===== src/rtl/gps_cfg_pkg.sv =====
// -----------------------------------------------------------------------------
// gps_cfg_pkg
// Shared types and constants for the PMOD GPS power-up configuration sequencer:
// state encoding, PMTK sentence lengths, ASCII line terminators and the two
// literal sentences streamed to the receiver.
// -----------------------------------------------------------------------------
package gps_cfg_pkg;

    // Encoding is exported on state_o for LEDs, so values are fixed.
    typedef enum logic [2:0] {
        ST_BOOT_WAIT  = 3'd0,
        ST_SEND_BAUD  = 3'd1,
        ST_DRAIN_BAUD = 3'd2,
        ST_SETTLE     = 3'd3,
        ST_SEND_RATE  = 3'd4,
        ST_DRAIN_RATE = 3'd5,
        ST_RUN        = 3'd6,
        ST_ERR        = 3'd7
    } state_e;

    localparam int MSG_BAUD_LEN = 19;
    localparam int MSG_RATE_LEN = 17;
    localparam int MAX_MSG_LEN  = 19;
    localparam int IDX_W        = $clog2(MAX_MSG_LEN);

    localparam logic [7:0] CR = 8'h0D;
    localparam logic [7:0] LF = 8'h0A;

    // Checksums are the XOR of all characters between '$' and '*'.
    localparam logic [8*MSG_BAUD_LEN-1:0] MSG_BAUD = {"$PMTK251,38400*27", CR, LF};
    localparam logic [8*MSG_RATE_LEN-1:0] MSG_RATE = {"$PMTK220,100*2F", CR, LF};

endpackage


===== src/rtl/gps_cfg_seq_if.sv =====
// -----------------------------------------------------------------------------
// gps_cfg_seq_if
// Byte-wide valid/ready link from the configuration sequencer to the UART TX.
//   tx_valid : byte on tx_data is valid (sequencer -> UART)
//   tx_data  : ASCII byte to transmit   (sequencer -> UART)
//   tx_ready : UART accepts byte this cycle (UART -> sequencer)
//   tx_idle  : UART shifter empty, line idle (UART -> sequencer)
// -----------------------------------------------------------------------------
interface gps_cfg_seq_if;
    logic       tx_valid;
    logic [7:0] tx_data;
    logic       tx_ready;
    logic       tx_idle;

    modport master (output tx_valid, output tx_data, input tx_ready, input tx_idle);
    modport slave  (input tx_valid, input tx_data, output tx_ready, output tx_idle);
endinterface


===== src/rtl/pmtk_rom.sv =====
// -----------------------------------------------------------------------------
// pmtk_rom
// Combinational lookup of the two PMTK configuration sentences.
//   msg_sel_i : 0 = baud sentence, 1 = update-rate sentence
//   idx_i     : byte index within the sentence
//   byte_o    : character at idx_i, 8'h00 when idx_i is past the end
//   last_o    : idx_i addresses the final LF of the selected sentence
// -----------------------------------------------------------------------------
module pmtk_rom
    import gps_cfg_pkg::*;
(
    input  logic             msg_sel_i,
    input  logic [IDX_W-1:0] idx_i,
    output logic [7:0]       byte_o,
    output logic             last_o
);

    // Byte 0 sits in the most significant byte of each packed sentence.
    always_comb begin
        byte_o = 8'h00;
        last_o = 1'b0;
        if (msg_sel_i == 1'b0) begin
            if (idx_i < IDX_W'(MSG_BAUD_LEN)) begin
                byte_o = 8'(MSG_BAUD >> (8 * (MSG_BAUD_LEN - 1 - int'(idx_i))));
                last_o = (idx_i == IDX_W'(MSG_BAUD_LEN - 1));
            end else begin
                byte_o = 8'h00;
                last_o = 1'b0;
            end
        end else begin
            if (idx_i < IDX_W'(MSG_RATE_LEN)) begin
                byte_o = 8'(MSG_RATE >> (8 * (MSG_RATE_LEN - 1 - int'(idx_i))));
                last_o = (idx_i == IDX_W'(MSG_RATE_LEN - 1));
            end else begin
                byte_o = 8'h00;
                last_o = 1'b0;
            end
        end
    end

endmodule


===== src/rtl/gps_cfg_seq.sv =====
// -----------------------------------------------------------------------------
// gps_cfg_seq
// Power-up configuration sequencer for the PMOD GPS. After a boot delay it
// sends the 38400 Bd sentence at 9600 Bd, waits for the line to drain, flips
// the local baud select, settles, sends the 10 Hz sentence, then enables the
// receive path. A stalled link or a TX that never goes idle aborts to ERR.
//   clk_i, rst_i    : clock, asynchronous active-high reset
//   start_i         : restart pulse, honoured only in RUN or ERR
//   tx_if (master)  : byte link into the UART transmitter
//   baud_sel_o      : 0 = 9600 Bd, 1 = 38400 Bd
//   rx_enable_o     : gates received bytes into the decoder
//   done_o, error_o : completion / abort levels
//   state_o         : current state encoding
// -----------------------------------------------------------------------------
module gps_cfg_seq
    import gps_cfg_pkg::*;
#(
    parameter int BOOT_CYCLES_P    = 12000000,
    parameter int SETTLE_CYCLES_P  = 120000,
    parameter int TIMEOUT_CYCLES_P = 1200000
) (
    input  logic                 clk_i,
    input  logic                 rst_i,
    input  logic                 start_i,
    gps_cfg_seq_if.master        tx_if,
    output logic                 baud_sel_o,
    output logic                 rx_enable_o,
    output logic                 done_o,
    output logic                 error_o,
    output logic [2:0]           state_o
);

    localparam int WAIT_MAX = (BOOT_CYCLES_P > SETTLE_CYCLES_P) ? BOOT_CYCLES_P : SETTLE_CYCLES_P;
    localparam int WAIT_W   = $clog2(WAIT_MAX + 1);
    localparam int STALL_W  = $clog2(TIMEOUT_CYCLES_P + 1);
    localparam logic [WAIT_W-1:0]  BOOT_LAST   = WAIT_W'(BOOT_CYCLES_P - 1);
    localparam logic [WAIT_W-1:0]  SETTLE_LAST = WAIT_W'(SETTLE_CYCLES_P - 1);
    localparam logic [STALL_W-1:0] STALL_LAST  = STALL_W'(TIMEOUT_CYCLES_P - 1);

    state_e             state_q, state_d;
    logic [WAIT_W-1:0]  wait_cnt_q, wait_cnt_d;
    logic [STALL_W-1:0] stall_cnt_q, stall_cnt_d;
    logic [IDX_W-1:0]   idx_q, idx_d;
    logic               last_q, last_d;
    logic               tx_valid_q, tx_valid_d;
    logic [7:0]         tx_data_q, tx_data_d;
    logic               baud_sel_q, baud_sel_d;
    logic               rx_enable_q, rx_enable_d;
    logic               done_q, done_d;
    logic               error_q, error_d;

    logic               handshake_s;
    logic               stall_tick_s;
    logic               rom_sel_s;
    logic [7:0]         rom_byte_s;
    logic               rom_last_s;

    // The ROM is addressed with the next-cycle message and index so tx_data
    // and the last-byte flag can be registered alongside tx_valid.
    pmtk_rom u_rom (
        .msg_sel_i (rom_sel_s),
        .idx_i     (idx_d),
        .byte_o    (rom_byte_s),
        .last_o    (rom_last_s)
    );

    // Next-state, counters and control outputs.
    always_comb begin
        state_d      = state_q;
        wait_cnt_d   = wait_cnt_q;
        stall_cnt_d  = stall_cnt_q;
        idx_d        = idx_q;
        tx_valid_d   = tx_valid_q;
        baud_sel_d   = baud_sel_q;
        rx_enable_d  = rx_enable_q;
        done_d       = done_q;
        error_d      = error_q;
        stall_tick_s = 1'b0;
        handshake_s  = tx_valid_q && tx_if.tx_ready;

        case (state_q)
            ST_BOOT_WAIT: begin
                if (wait_cnt_q == BOOT_LAST) begin
                    state_d    = ST_SEND_BAUD;
                    wait_cnt_d = '0;
                    idx_d      = '0;
                    tx_valid_d = 1'b1;
                end else begin
                    wait_cnt_d = wait_cnt_q + WAIT_W'(1);
                end
            end
            ST_SEND_BAUD, ST_SEND_RATE: begin
                if (handshake_s) begin
                    if (last_q) begin
                        state_d    = (state_q == ST_SEND_BAUD) ? ST_DRAIN_BAUD : ST_DRAIN_RATE;
                        idx_d      = '0;
                        tx_valid_d = 1'b0;
                    end else begin
                        idx_d = idx_q + IDX_W'(1);
                    end
                end else begin
                    stall_tick_s = tx_valid_q;
                end
            end
            ST_DRAIN_BAUD: begin
                if (tx_if.tx_idle) begin
                    state_d    = ST_SETTLE;
                    baud_sel_d = 1'b1;
                    wait_cnt_d = '0;
                end else begin
                    stall_tick_s = 1'b1;
                end
            end
            ST_SETTLE: begin
                if (wait_cnt_q == SETTLE_LAST) begin
                    state_d    = ST_SEND_RATE;
                    wait_cnt_d = '0;
                    idx_d      = '0;
                    tx_valid_d = 1'b1;
                end else begin
                    wait_cnt_d = wait_cnt_q + WAIT_W'(1);
                end
            end
            ST_DRAIN_RATE: begin
                if (tx_if.tx_idle) begin
                    state_d     = ST_RUN;
                    done_d      = 1'b1;
                    rx_enable_d = 1'b1;
                end else begin
                    stall_tick_s = 1'b1;
                end
            end
            ST_RUN: begin
                if (start_i) begin
                    state_d     = ST_BOOT_WAIT;
                    wait_cnt_d  = '0;
                    baud_sel_d  = 1'b0;
                    done_d      = 1'b0;
                    rx_enable_d = 1'b0;
                end else begin
                    state_d = ST_RUN;
                end
            end
            ST_ERR: begin
                if (start_i) begin
                    state_d    = ST_BOOT_WAIT;
                    wait_cnt_d = '0;
                    baud_sel_d = 1'b0;
                    error_d    = 1'b0;
                end else begin
                    state_d = ST_ERR;
                end
            end
            default: begin
                state_d    = ST_ERR;
                tx_valid_d = 1'b0;
                error_d    = 1'b1;
            end
        endcase

        // A non-stalling cycle is always a handshake or a state change, so
        // clearing on anything but a stall matches the clear conditions.
        if (stall_tick_s) begin
            if (stall_cnt_q == STALL_LAST) begin
                state_d     = ST_ERR;
                tx_valid_d  = 1'b0;
                error_d     = 1'b1;
                idx_d       = '0;
                stall_cnt_d = '0;
            end else begin
                stall_cnt_d = stall_cnt_q + STALL_W'(1);
            end
        end else begin
            stall_cnt_d = '0;
        end
    end

    // ROM-derived byte and last flag for the cycle being entered.
    always_comb begin
        rom_sel_s = (state_d == ST_SEND_RATE);
        tx_data_d = 8'h00;
        last_d    = rom_last_s;
        if (tx_valid_d) begin
            tx_data_d = rom_byte_s;
        end else begin
            tx_data_d = 8'h00;
        end
    end

    // State and output registers.
    always_ff @(posedge clk_i or posedge rst_i) begin
        if (rst_i) begin
            state_q     <= ST_BOOT_WAIT;
            wait_cnt_q  <= '0;
            stall_cnt_q <= '0;
            idx_q       <= '0;
            last_q      <= 1'b0;
            tx_valid_q  <= 1'b0;
            tx_data_q   <= 8'h00;
            baud_sel_q  <= 1'b0;
            rx_enable_q <= 1'b0;
            done_q      <= 1'b0;
            error_q     <= 1'b0;
        end else begin
            state_q     <= state_d;
            wait_cnt_q  <= wait_cnt_d;
            stall_cnt_q <= stall_cnt_d;
            idx_q       <= idx_d;
            last_q      <= last_d;
            tx_valid_q  <= tx_valid_d;
            tx_data_q   <= tx_data_d;
            baud_sel_q  <= baud_sel_d;
            rx_enable_q <= rx_enable_d;
            done_q      <= done_d;
            error_q     <= error_d;
        end
    end

    assign tx_if.tx_valid = tx_valid_q;
    assign tx_if.tx_data  = tx_data_q;
    assign baud_sel_o     = baud_sel_q;
    assign rx_enable_o    = rx_enable_q;
    assign done_o         = done_q;
    assign error_o        = error_q;
    assign state_o        = state_q;

endmodule


===== src/flat_wrapper.sv =====
// flat-port wrapper written by rule: the top's interface ports become plain ports
module gps_cfg_seq_flat import gps_cfg_pkg::*;
#(
    parameter int BOOT_CYCLES_P    = 12000000,
    parameter int SETTLE_CYCLES_P  = 120000,
    parameter int TIMEOUT_CYCLES_P = 1200000
)
  (clk_i, rst_i, start_i, baud_sel_o, rx_enable_o, done_o, error_o, state_o, tx_if_tx_valid, tx_if_tx_data, tx_if_tx_ready, tx_if_tx_idle);
  gps_cfg_seq_if tx_if_i ();
  input  logic clk_i;
  input  logic rst_i;
  input  logic start_i;
  output logic baud_sel_o;
  output logic rx_enable_o;
  output logic done_o;
  output logic error_o;
  output logic [2:0] state_o;
  output wire logic [$bits(tx_if_i.tx_valid)-1:0] tx_if_tx_valid;
  output wire logic [$bits(tx_if_i.tx_data)-1:0] tx_if_tx_data;
  input wire logic [$bits(tx_if_i.tx_ready)-1:0] tx_if_tx_ready;
  input wire logic [$bits(tx_if_i.tx_idle)-1:0] tx_if_tx_idle;
  assign tx_if_tx_valid = tx_if_i.tx_valid;
  assign tx_if_tx_data = tx_if_i.tx_data;
  assign tx_if_i.tx_ready = tx_if_tx_ready;
  assign tx_if_i.tx_idle = tx_if_tx_idle;
  gps_cfg_seq #(.BOOT_CYCLES_P(BOOT_CYCLES_P), .SETTLE_CYCLES_P(SETTLE_CYCLES_P), .TIMEOUT_CYCLES_P(TIMEOUT_CYCLES_P)) u_core (.clk_i(clk_i), .rst_i(rst_i), .start_i(start_i), .tx_if(tx_if_i), .baud_sel_o(baud_sel_o), .rx_enable_o(rx_enable_o), .done_o(done_o), .error_o(error_o), .state_o(state_o));
endmodule

===== config.mk =====
export PLATFORM = sky130hd
export DESIGN_NAME = gps_cfg_seq_flat
export DESIGN_NICKNAME = d
export VERILOG_FILES = /design/src/rtl/gps_cfg_pkg.sv /design/src/rtl/gps_cfg_seq_if.sv /design/src/rtl/pmtk_rom.sv /design/src/rtl/gps_cfg_seq.sv /design/src/flat_wrapper.sv
export SDC_FILE = /design/constraint.sdc
export NUM_CORES = 1
export LEC_CHECK = 0
export ABC_AREA = 1
export CORE_MARGIN = 2
export CORE_UTILIZATION = 35
export CTS_CLUSTER_SIZE = 16
export DETAILED_ROUTE_END_ITERATION = 10
export GPL_ROUTABILITY_DRIVEN = 0
export MAX_ROUTING_LAYER = met4
export PLACE_DENSITY_LB_ADDON = 0.05
export SLEW_MARGIN = 10
export SYNTH_ARGS = -nofsm -noshare
export SYNTH_HDL_FRONTEND = slang
export SYNTH_SLANG_ARGS = --single-unit

===== constraint.sdc =====
create_clock -name clk_i -period 3.1 [get_ports clk_i]
set_clock_uncertainty 0.15 [all_clocks]
set_input_delay 0.62 -clock clk_i [delete_from_list [all_inputs] [get_ports clk_i]]
set_output_delay 0.62 -clock clk_i [all_outputs]
set_load 0.03 [all_outputs]

==> results of run 1 <==
what timing repair did:
action                                  in CTS  in global routing
endpoints found under the hold margin        0                  0
gates resized for setup                      0                 29
endpoints found under the setup margin       0                  7
setup buffers                                0                  9
hold buffers                                 0                  0
power by group through the flow:
stage / Clock (mW) / Sequential (mW) / Combinational (mW)
finish: 1.21 / 1.08 / 3.92
global route: 1.28 / 1.10 / 4.32
CTS: 1.25 / 1.08 / 3.61
detailed placement: 0 / 1.09 / 3.59
global placement: 0 / 1.09 / 3.61
floorplan: 0 / 1.14 / 2.36
path summary, 6_finish.rpt:
| path | start | slack (ps) | cells after the start | to |
|---|---|---|---|---|
| max in group asynchronous | rst_i | 1820 | 3 | u_core.stall_cnt_q[20] |
| worst min-delay path | u_core.stall_cnt_q[0] | 310 | 1 | u_core.stall_cnt_q[0] |
| worst max-delay path | tx_if_tx_ready | 150 | 18 | u_core.tx_if.tx_data[0] |
| min in group asynchronous | rst_i | 450 | 2 | u_core.wait_cnt_q[19] |
| worst min register to register | u_core.stall_cnt_q[0] | 310 | 1 | u_core.stall_cnt_q[0] |
| worst max register to register | u_core.state_o[0] | 170 | 19 | u_core.tx_if.tx_data[0] |
flip-flops by register name (all words and copies together), names as in the netlist:
signal and cells:
u_core.rx_enable_o 1, u_core.idx_q 5, u_core.tx_if.tx_data 7, u_core.tx_if.tx_valid 1, u_core.stall_cnt_q 21, u_core.error_o 1, u_core.state_o 3, u_core.wait_cnt_q 24
u_core.baud_sel_o 1, u_core.last_q 1
placed cells by master, fill, tap and decap left out, drive strengths merged, types with 5 or more instances in the layout:
master,instances
nand3,65
nor4,7
a21oi,32
nand4,14
buf,71
o21a,5
ha,7
inv,92
nand2,159
clkdlybuf4s50,19
o21ai,35
dfrtp,65
nor2,95
o211ai,7
xor2,9
clkbuf,11
nor3,19
area by class of cell:
class | instances | area share, %
Clock buffer | 11 | 3.98
Sequential cell | 65 | 26.7
Timing Repair Buffer | 90 | 13.0
Inverter | 93 | 5.76
Tap cell | 176 | 3.61
Multi-Input combinational cell | 477 | 45.3
Clock inverter | 5 | 1.68
through the flow:
step,setup TNS (ps),cell area (um^2),util (%)
finish,0,6100,46.3
global placement,-249,5580,42.3
floorplan,0,4720,-
detailed placement,-434,5580,42.3
global route,-6.23,6100,46.3
CTS,0,5930,44.9
cells by family (layout without fill, tap and decap cells):
family	after synthesis	count (layout)	synth area share, %
AOI/OAI and AO/OA	89	89	11.6
xor gates and xnor gates	12	12	3.02
adders and majority gates	7	7	1.86
buffers and inverters	105	199	9.04
DFF	65	65	34.5
other	1	1	0.0795
and+or+nand+nor	368	368	39.9
routing by layer:
layer	share of wire [%]	vias to the layer above	global-route usage, %
met3	3.6	16	4.42
met1	48	2041	23.9
met4	1.8	0	7.13
met2	46	80	29.5
li1	-	2288	-
met5	0	-	-
worst max-delay path: cells and delay by family:
kind / cells / cell delay (ps)
buffers and inverters: 7 / 1240
AO/OA/AOI/OAI: 3 / 450
XOR/XNOR: 1 / 190
AND/OR/NAND/NOR: 7 / 570
==> flow_metrics.env, run 1 <==
export IMPL_status="finished clean"
export IMPL_syn2layout_area_growth_pct=29.4
export IMPL_synth_top_cells_by_area="dfrtp_1 (34%), nand2_1 (11%), nor2_1 (6.4%), inv_1 (5.9%), nand3_1 (5.8%)"
export IMPL_slowest_delay_ps=480
export IMPL_cts_buffers=9
export IMPL_place_ws_ps=-91.5
export IMPL_routed_via_density=4.83
export IMPL_max_freq_ghz=0.338
export IMPL_cp_end_kind="flip-flop"
export IMPL_start_kind="input port"
export IMPL_diodes=0
export IMPL_slowest_stage="clkdlybuf4s50_1"
export IMPL_powerDensity_mw_per_mm2=1020
export IMPL_final_cell_count_no_fill=917
export IMPL_cpMostUsedCell="buf_4"
export IMPL_drv_slew=0
export IMPL_antenna_found_initial=0
export IMPL_clkLatencyLatePin_ps=340
export IMPL_worstMarginPinSlew_ps=617
export IMPL_start_util_pct=35.8
export IMPL_avgRoutedWirePerCell_um=13.6
export IMPL_cts_root_buf="clkbuf_16"
export IMPL_max_cap_violations=0
export IMPL_placementRows=42
export IMPL_synth_ff_latch_count=65
export IMPL_p_sw_share_pct=45.5
export IMPL_synth_warnings=0
export IMPL_power_clock_fraction_pct=19.5
export IMPL_drive_gt1_share_pct=26.3
export IMPL_drtPass1Iterations=4
export IMPL_synth_edff_count=0
export IMPL_arrival_ps=3080
export IMPL_clockBufferDepth=2
export IMPL_vias=4425
export IMPL_setup_viol=0
export IMPL_pwr_share_comb_pct=63.1
export IMPL_clkSlewWorstSetupHoldPaths_ps=60
export IMPL_path_class="input port to flip-flop"
export IMPL_grt_usage_pct=18.9
export IMPL_yosysMostFrequentCell="nand2_1"
export IMPL_synth_nets=659
export IMPL_yosys_area_top_type="dfrtp_1"
export IMPL_cp_max_fo=6
export IMPL_multi_input_area_mm2=0.00276
export IMPL_ff_latch_area_mm2=0.00163
export IMPL_synth_common_cells="nand2_1 (132), nor2_1 (80), inv_1 (74)"
export IMPL_syn_area_mm2=0.00472
export IMPL_core_mm2=0.0132
export IMPL_grt_pass1_wl_um=20800
export IMPL_intPower_mw=3.39
export IMPL_fin_ws_ps=145
export IMPL_hp_class="flip-flop to flip-flop"
export IMPL_peakVddDrop_uv=715
export IMPL_cts_htree_levels=3
export IMPL_power_switching_mw=2.82
export IMPL_p_leak_nw=2.80
export IMPL_synthFlopType="dfrtp_1"
export IMPL_seq_power_share_pct=17.4
export IMPL_filler_cell_count=1316
export IMPL_die_h_um=120
export IMPL_ant_nets=0
export IMPL_drtIter0Drc=339
export IMPL_io_buffers=19
export IMPL_fin_crit_sh_pct=95.3
export IMPL_boundaryPins=21
export IMPL_rsz0062_at_grt="yes"
export IMPL_hold_viol=0
export IMPL_syn_avg_cell_area_um2=7.29
export IMPL_place_hpwl_um=9510
export IMPL_yosysTopAreaCellShare_pct=34.5
export IMPL_finalCriticalPeriod_ps=2950
export IMPL_grt_max_degree=27
export IMPL_seq_area_frac_synth_pct=34.5
export IMPL_grt_overflow_total=0
export IMPL_synthCells=647
export IMPL_routed_wl_um=12500
export IMPL_final_net_count=748
export IMPL_die_w_um=120
export IMPL_slew_headroom_pct=58.5
export IMPL_grt_pass1_vias=4300
export IMPL_cp_required_ps=3220
export IMPL_synth_async_reset_ratio_pct=100
export IMPL_crit_chain="clkdlybuf4s50_1, nand2_1, inv_2, buf_4, nand3_2, o21ai_1, nand2_2, inv_2, nand2_8, buf_4, xor2_4, buf_4, buf_4, o211ai_1, nand3_1, nand2_1, nand2_1, a21oi_2"
export IMPL_cts_tree="yes"
export IMPL_drc_errors=0
export IMPL_holdWs_ps=307
export IMPL_cts_sinks=65
export IMPL_total_power_mw=6.21
export IMPL_placedCellCount=892
export IMPL_synth_cell_types=54
export IMPL_dieArea_mm2=0.0144
Note: power is estimated with default switching activity, not from simulation.
==> run 2: changes to the inputs <==
--- a/config.mk
+++ b/config.mk
@@ -6,12 +6,12 @@
 export NUM_CORES = 1
 export LEC_CHECK = 0
 export ABC_AREA = 1
+export CORE_ASPECT_RATIO = 2
 export CORE_MARGIN = 2
-export CORE_UTILIZATION = 35
+export CORE_UTILIZATION = 29
 export CTS_CLUSTER_SIZE = 16
 export DETAILED_ROUTE_END_ITERATION = 10
 export GPL_ROUTABILITY_DRIVEN = 0
-export MAX_ROUTING_LAYER = met4
 export PLACE_DENSITY_LB_ADDON = 0.05
 export SLEW_MARGIN = 10
 export SYNTH_ARGS = -nofsm -noshare
==> run 2 against run 1 <==
Clock power about the same. Via count decreased by 1.6%. Critical path type unchanged. Sequential cell count unchanged. Largest power group unchanged. Critical endpoint unchanged.
==> flow_metrics.env, run 2 (same netlist as run 1, synthesis figures left out) <==
export IMPL_status="finished clean"
export IMPL_final_common_cell="nand2_1"
export IMPL_cts_tree="yes"
export IMPL_top_usage_layer="met2"
export IMPL_grt_max_degree=54
export IMPL_peakVddDrop_uv=402
export IMPL_cts_sinks=65
export IMPL_dieArea_mm2=0.0174
export IMPL_met1_usage_pct=21.3
export IMPL_max_freq_ghz=0.350
export IMPL_grt_overflow_total=0
export IMPL_start_util_pct=29.3
export IMPL_place_area_mm2=0.00561
export IMPL_p_leak_nw=2.78
export IMPL_die_w_um=94.2
export IMPL_final_net_count=746
export IMPL_cts_buffers=9
export IMPL_setup_viol=0
export IMPL_fin_ws_ps=242
export IMPL_ant_nets=0
export IMPL_boundaryPins=21
export IMPL_placementRows=66
export IMPL_largest_reg_flops=24
export IMPL_place_ws_ps=-181
export IMPL_diodes=0
export IMPL_placedCellCount=922
export IMPL_grt_usage_pct=15.9
export IMPL_cp_end_kind="flip-flop"
export IMPL_antenna_found_initial=0
export IMPL_start_kind="input port"
export IMPL_hp_class="flip-flop to flip-flop"
export IMPL_drive_gt1_share_pct=26.1
export IMPL_holdWs_ps=309
export IMPL_grt_pass1_wl_um=21500
export IMPL_place_hpwl_um=9680
export IMPL_max_cap_violations=0
export IMPL_path_class="input port to flip-flop"
export IMPL_drtPass1Iterations=4
export IMPL_regMostFlops="u_core.wait_cnt_q"
export IMPL_stdcell_area_mm2=0.00611
export IMPL_clockBufferDepth=2
export IMPL_cp_required_ps=3210
export IMPL_vias=4354
export IMPL_routed_wl_um=12600
export IMPL_clkSlewWorstSetupHoldPaths_ps=60
export IMPL_final_cell_count_no_fill=943
export IMPL_cts_root_buf="clkbuf_16"
export IMPL_grt_pass1_vias=4368
export IMPL_arrival_ps=2970
export IMPL_drc_errors=0
export IMPL_die_h_um=184
export IMPL_hold_viol=0
export IMPL_clkLatencyLatePin_ps=340
export IMPL_drv_slew=0
export IMPL_cp_max_fo=7
export IMPL_core_mm2=0.0161
export IMPL_final_cell_mix="nand2_1 (129), nor2_1 (79), inv_1 (68), buf_4 (66), dfrtp_1 (63)"
export IMPL_use_met3_pct=2.58
export IMPL_avgRoutedWirePerCell_um=13.3
export IMPL_syn2layout_area_growth_pct=29.5
export IMPL_fin_crit_sh_pct=92.2
export IMPL_finalCriticalPeriod_ps=2860
export IMPL_io_buffers=19
export IMPL_powerDensity_mw_per_mm2=1000
export IMPL_met2_usage_pct=25.2
export IMPL_routed_via_density=4.62
export IMPL_drtIter0Drc=172
export IMPL_tns_ps=0
export IMPL_cts_htree_levels=3
[run 2: cell count changes in the layout (fill, tap and decap cells not counted), moves of 2 or more]
cell / delta
inv_1: -3
inv_4: +2
nor2_4: +2
buf_12: -2
a21oi_2: -2
nor2_1: +2
buf_6: -2
nor2_2: -4
buf_4: +2
clkinv_4: +2
[run 2: final timing paths]
check,from,endpoint,slack (ps),cells past startpoint
worst min-delay path,u_core.stall_cnt_q[0],u_core.stall_cnt_q[0],310,1
min in group asynchronous,rst_i,u_core.error_o,410,2
worst max register to register,u_core.wait_cnt_q[1],u_core.tx_if.tx_data[3],240,21
worst min register to register,u_core.stall_cnt_q[0],u_core.stall_cnt_q[0],310,1
max in group asynchronous,rst_i,u_core.stall_cnt_q[1],1780,3
worst max-delay path,tx_if_tx_ready,u_core.tx_if.tx_data[0],240,18
[run 2: area by class of cell]
type | instances | area, um^2
clock buffers | 10 | 239
clock inverters | 6 | 115
fillers | 1717 | 9990
inverters | 93 | 357
multi-input cells | 477 | 2770
flip-flops and latches | 65 | 1630
well taps | 204 | 255
repair buffers | 88 | 746
[run 2: through the flow]
step	utilization (%)	total power, mW
finish	37.9	6.14
floorplan	-	3.50
CTS	37.0	5.91
detailed placement	34.8	4.63
global route	37.9	6.72
global placement	34.8	4.70
[run 2: repair_timing]
| item | CTS | global route |
|---|---|---|
| endpoints found under the hold margin | 0 | 0 |
| pin swaps | 0 | 17 |
| hold buffers | 0 | 0 |
| resized for setup | 1 | 30 |
| setup buffers | 0 | 5 |
| setup endpoints to repair | 1 | 9 |
[run 2: metal layers]
metal,up-vias,wire [um]
met5,-,0
met4,0,242
met3,14,241
met2,40,6050
met1,2020,6030
li1,2280,-
[run 2: worst max-delay path: stages]
cell             delay, ps
clkdlybuf4s50_1        490
nand2_1                 90
inv_2                  120
nand2_1                 90
nand2_1                 90
nand2_1                 80
o21ai_1                100
nand3_2                140
nand2_8                130
buf_4                  120
nand2_4                 70
nand2_4                110
inv_4                   60
nor2_4                 130
nand3_2                110
o21ai_2                190
nand2_1                 90
a21oi_2                150
[run 2: power breakdown]
group          switching [mW]  leakage [nW]  internal, mW
logic                    2.26          1.72          1.59
registers               0.111         0.890         0.960
clock network           0.414         0.169         0.810
total                    2.78          2.78          3.36
==> run 3: changes to the inputs <==
--- a/config.mk
+++ b/config.mk
@@ -6,7 +6,7 @@
 export NUM_CORES = 1
 export LEC_CHECK = 0
 export ABC_AREA = 1
-export CORE_ASPECT_RATIO = 2
+export CORE_ASPECT_RATIO = 1.75
 export CORE_MARGIN = 2
 export CORE_UTILIZATION = 29
 export CTS_CLUSTER_SIZE = 16
==> run 3 against run 2 <==
Count of clock-buffer cells in the layout up 3. Register-to-register slack worse by 90 ps. Total power down 4.2%. Die area down 0.13%. Critical path type unchanged. Critical endpoint is now u_core.tx_if.tx_data[2]. Largest cell class unchanged. Largest power group unchanged.
==> flow_metrics.env, run 3 (same netlist as run 1, synthesis figures left out) <==
export IMPL_drtIter0Drc=127
export IMPL_pwr_share_comb_pct=64.6
export IMPL_cpMostUsedCell="buf_4"
export IMPL_drc_errors=0
export IMPL_cp_required_ps=3170
export IMPL_setup_viol=0
export IMPL_worstMarginPinSlew_ps=600
export IMPL_status="finished clean"
export IMPL_rsz0062_at_grt="no"
export IMPL_powerDensity_mw_per_mm2=969
export IMPL_cts_sinks=65
export IMPL_critPathCapture="u_core.tx_if.tx_data[2]"
export IMPL_cp_end_kind="flip-flop"
export IMPL_routed_via_density=4.75
export IMPL_critPathBufInv=6
export IMPL_start_kind="input port"
export IMPL_place_ws_ps=-192
export IMPL_timing_rr_end="u_core.tx_if.tx_data[2]"
export IMPL_worstSetupStartpoint="tx_if_tx_ready"
export IMPL_placedCellCount=916
export IMPL_path_class="input port to flip-flop"
export IMPL_diodes=0
export IMPL_seq_power_share_pct=18.1
export IMPL_die_h_um=173
export IMPL_cts_tree="yes"
export IMPL_grt_pass1_wl_um=22400
export IMPL_p_sw_share_pct=46.5
export IMPL_cts_buffers=9
export IMPL_die_w_um=100
export IMPL_drive_gt1_share_pct=25.8
export IMPL_regMostFlops="u_core.wait_cnt_q"
export IMPL_avgRoutedWirePerCell_um=14.6
export IMPL_r2r_slack_ps=150
export IMPL_r2r_start="u_core.wait_cnt_q[0]"
export IMPL_ant_nets=0
export IMPL_final_common_cell="nand2_1"
export IMPL_hp_class="flip-flop to flip-flop"
export IMPL_slowest_delay_ps=490
export IMPL_largest_reg_flops=24
export IMPL_met1_usage_pct=17.3
export IMPL_r2r_cells=21
export IMPL_critical_path_top_delay_family="buffers and inverters"
export IMPL_cts_root_buf="clkbuf_16"
export IMPL_power_switching_mw=2.74
export IMPL_place_hpwl_um=11000
export IMPL_intPower_mw=3.15
export IMPL_placementRows=61
export IMPL_arrival_ps=3020
export IMPL_max_cap_violations=0
export IMPL_final_cell_count_no_fill=936
export IMPL_peakVddDrop_uv=881
export IMPL_grt_max_degree=27
export IMPL_crit_chain="clkdlybuf4s50_1, nand2_1, inv_2, buf_4, nand3_2, o21ai_1, nand2_2, inv_2, nand2_8, buf_4, nand2_4, nor2_8, xnor2_4, buf_4, nand3_1, a21oi_1, nor2_1"
export IMPL_hold_viol=0
export IMPL_dieArea_mm2=0.0173
export IMPL_drv_slew=0
export IMPL_finalCriticalPeriod_ps=2960
export IMPL_use_met3_pct=2.55
export IMPL_fin_ws_ps=144
export IMPL_grt_pass1_vias=4576
export IMPL_fin_crit_sh_pct=95.3
export IMPL_syn2layout_area_growth_pct=28.6
export IMPL_io_buffers=19
export IMPL_core_mm2=0.0159
export IMPL_top_usage_layer="met2"
export IMPL_p_leak_nw=2.80
export IMPL_power_clock_fraction_pct=17.3
export IMPL_drtPass1Iterations=6
export IMPL_clkSlewWorstSetupHoldPaths_ps=50
export IMPL_clockBufferDepth=2
export IMPL_cp_depth=17
export IMPL_holdBufCountCts=0
export IMPL_vias=4443
export IMPL_cts_htree_levels=3
export IMPL_start_util_pct=29.7
export IMPL_final_cell_mix="nand2_1 (131), nor2_1 (76), buf_4 (74), inv_1 (71), dfrtp_1 (64)"
export IMPL_cp_max_fo=7
export IMPL_boundaryPins=21
export IMPL_tns_ps=0
export IMPL_filler_cell_count=1755
export IMPL_total_power_mw=5.88
export IMPL_grt_overflow_total=0
export IMPL_slew_headroom_pct=59.9
export IMPL_final_net_count=754
export IMPL_max_freq_ghz=0.338
export IMPL_slowest_stage="clkdlybuf4s50_1"
export IMPL_grt_usage_pct=16.5
export IMPL_routed_wl_um=13600
export IMPL_met2_usage_pct=31.5
export IMPL_clkLatencyLatePin_ps=330
export IMPL_antenna_found_initial=0
[run 3: cell count changes in the layout (fill, tap and decap cells not counted), sizes merged]
cell      before  now
buf           69   77
clkbuf        10   13
bufinv         3    1
clkinvlp       1    0
[run 3: worst register-to-register path, cell delays in order (launching register included)]
cell,delay (ps)
dfrtp_1,360
ha_2,190
inv_1,60
nor2_2,90
nand2_1,100
nor2_2,110
nand3_2,90
nand2_2,90
nand3_2,80
nand2_1,70
nand2_1,70
nand2_2,120
inv_1,70
ha_2,200
inv_2,70
nand2_4,90
nor2_8,140
xnor2_4,180
buf_4,180
nand3_1,100
a21oi_1,170
nor2_1,70
[run 3: power groups by stage]
stage,Clock (mW),Sequential [mW],Combinational (mW)
2_1_floorplan,0,1.14,2.36
3_3_place_gp,0,1.08,3.60
3_5_place_dp,0,1.08,3.61
4_1_cts,1.05,1.06,3.63
5_1_grt,1.09,1.08,4.23
6_report,1.02,1.06,3.80
[run 3: layout make-up]
| class | instances | area [um^2] | area share (%) |
|---|---|---|---|
| Inverter | 93 | 354 | 5.84 |
| Tap cell | 189 | 236 | 3.90 |
| Clock inverter | 3 | 40.0 | 0.660 |
| Multi-Input combinational cell | 477 | 2750 | 45.4 |
| Timing Repair Buffer | 96 | 806 | 13.3 |
| Sequential cell | 65 | 1630 | 26.8 |
| Clock buffer | 13 | 250 | 4.12 |
[run 3: how the worst min path moves through the flow]
stage                      startpoint                endpoint  slack, ps  cells past startpoint
3_3_place_gp    u_core.stall_cnt_q[0]   u_core.stall_cnt_q[0]        300                      1
2_1_floorplan  u_core.stall_cnt_q[20]  u_core.stall_cnt_q[20]        280                      1
6_report        u_core.stall_cnt_q[0]   u_core.stall_cnt_q[0]        310                      1
5_1_grt        u_core.stall_cnt_q[20]  u_core.stall_cnt_q[20]        360                      1
3_5_place_dp    u_core.stall_cnt_q[0]   u_core.stall_cnt_q[0]        310                      1
4_1_cts         u_core.stall_cnt_q[0]   u_core.stall_cnt_q[0]        320                      1
[run 3: stage by stage]
step | hold slack [ps] | util (%) | instance area [um^2]
final | 307 | 38.2 | 6070
after global placement | 302 | 35.6 | 5660
after floorplan | 283 | - | 4720
after detailed placement | 310 | 35.6 | 5660
after CTS | 318 | 37.5 | 5950
after global routing | 356 | 38.2 | 6070
[run 3: routing by layer]
metal | vias up | wire length, um
met3 | 25 | 301
met4 | 0 | 432
met2 | 55 | 7700
li1 | 2285 | -
met1 | 2078 | 5210
met5 | - | 0
[run 3: timing repair]
action / CTS / global route
buffers inserted: 0 / 4
gates cloned: 0 / 0
resized for setup: 1 / 22
pin swaps: 0 / 8
setup endpoints to repair: 1 / 7
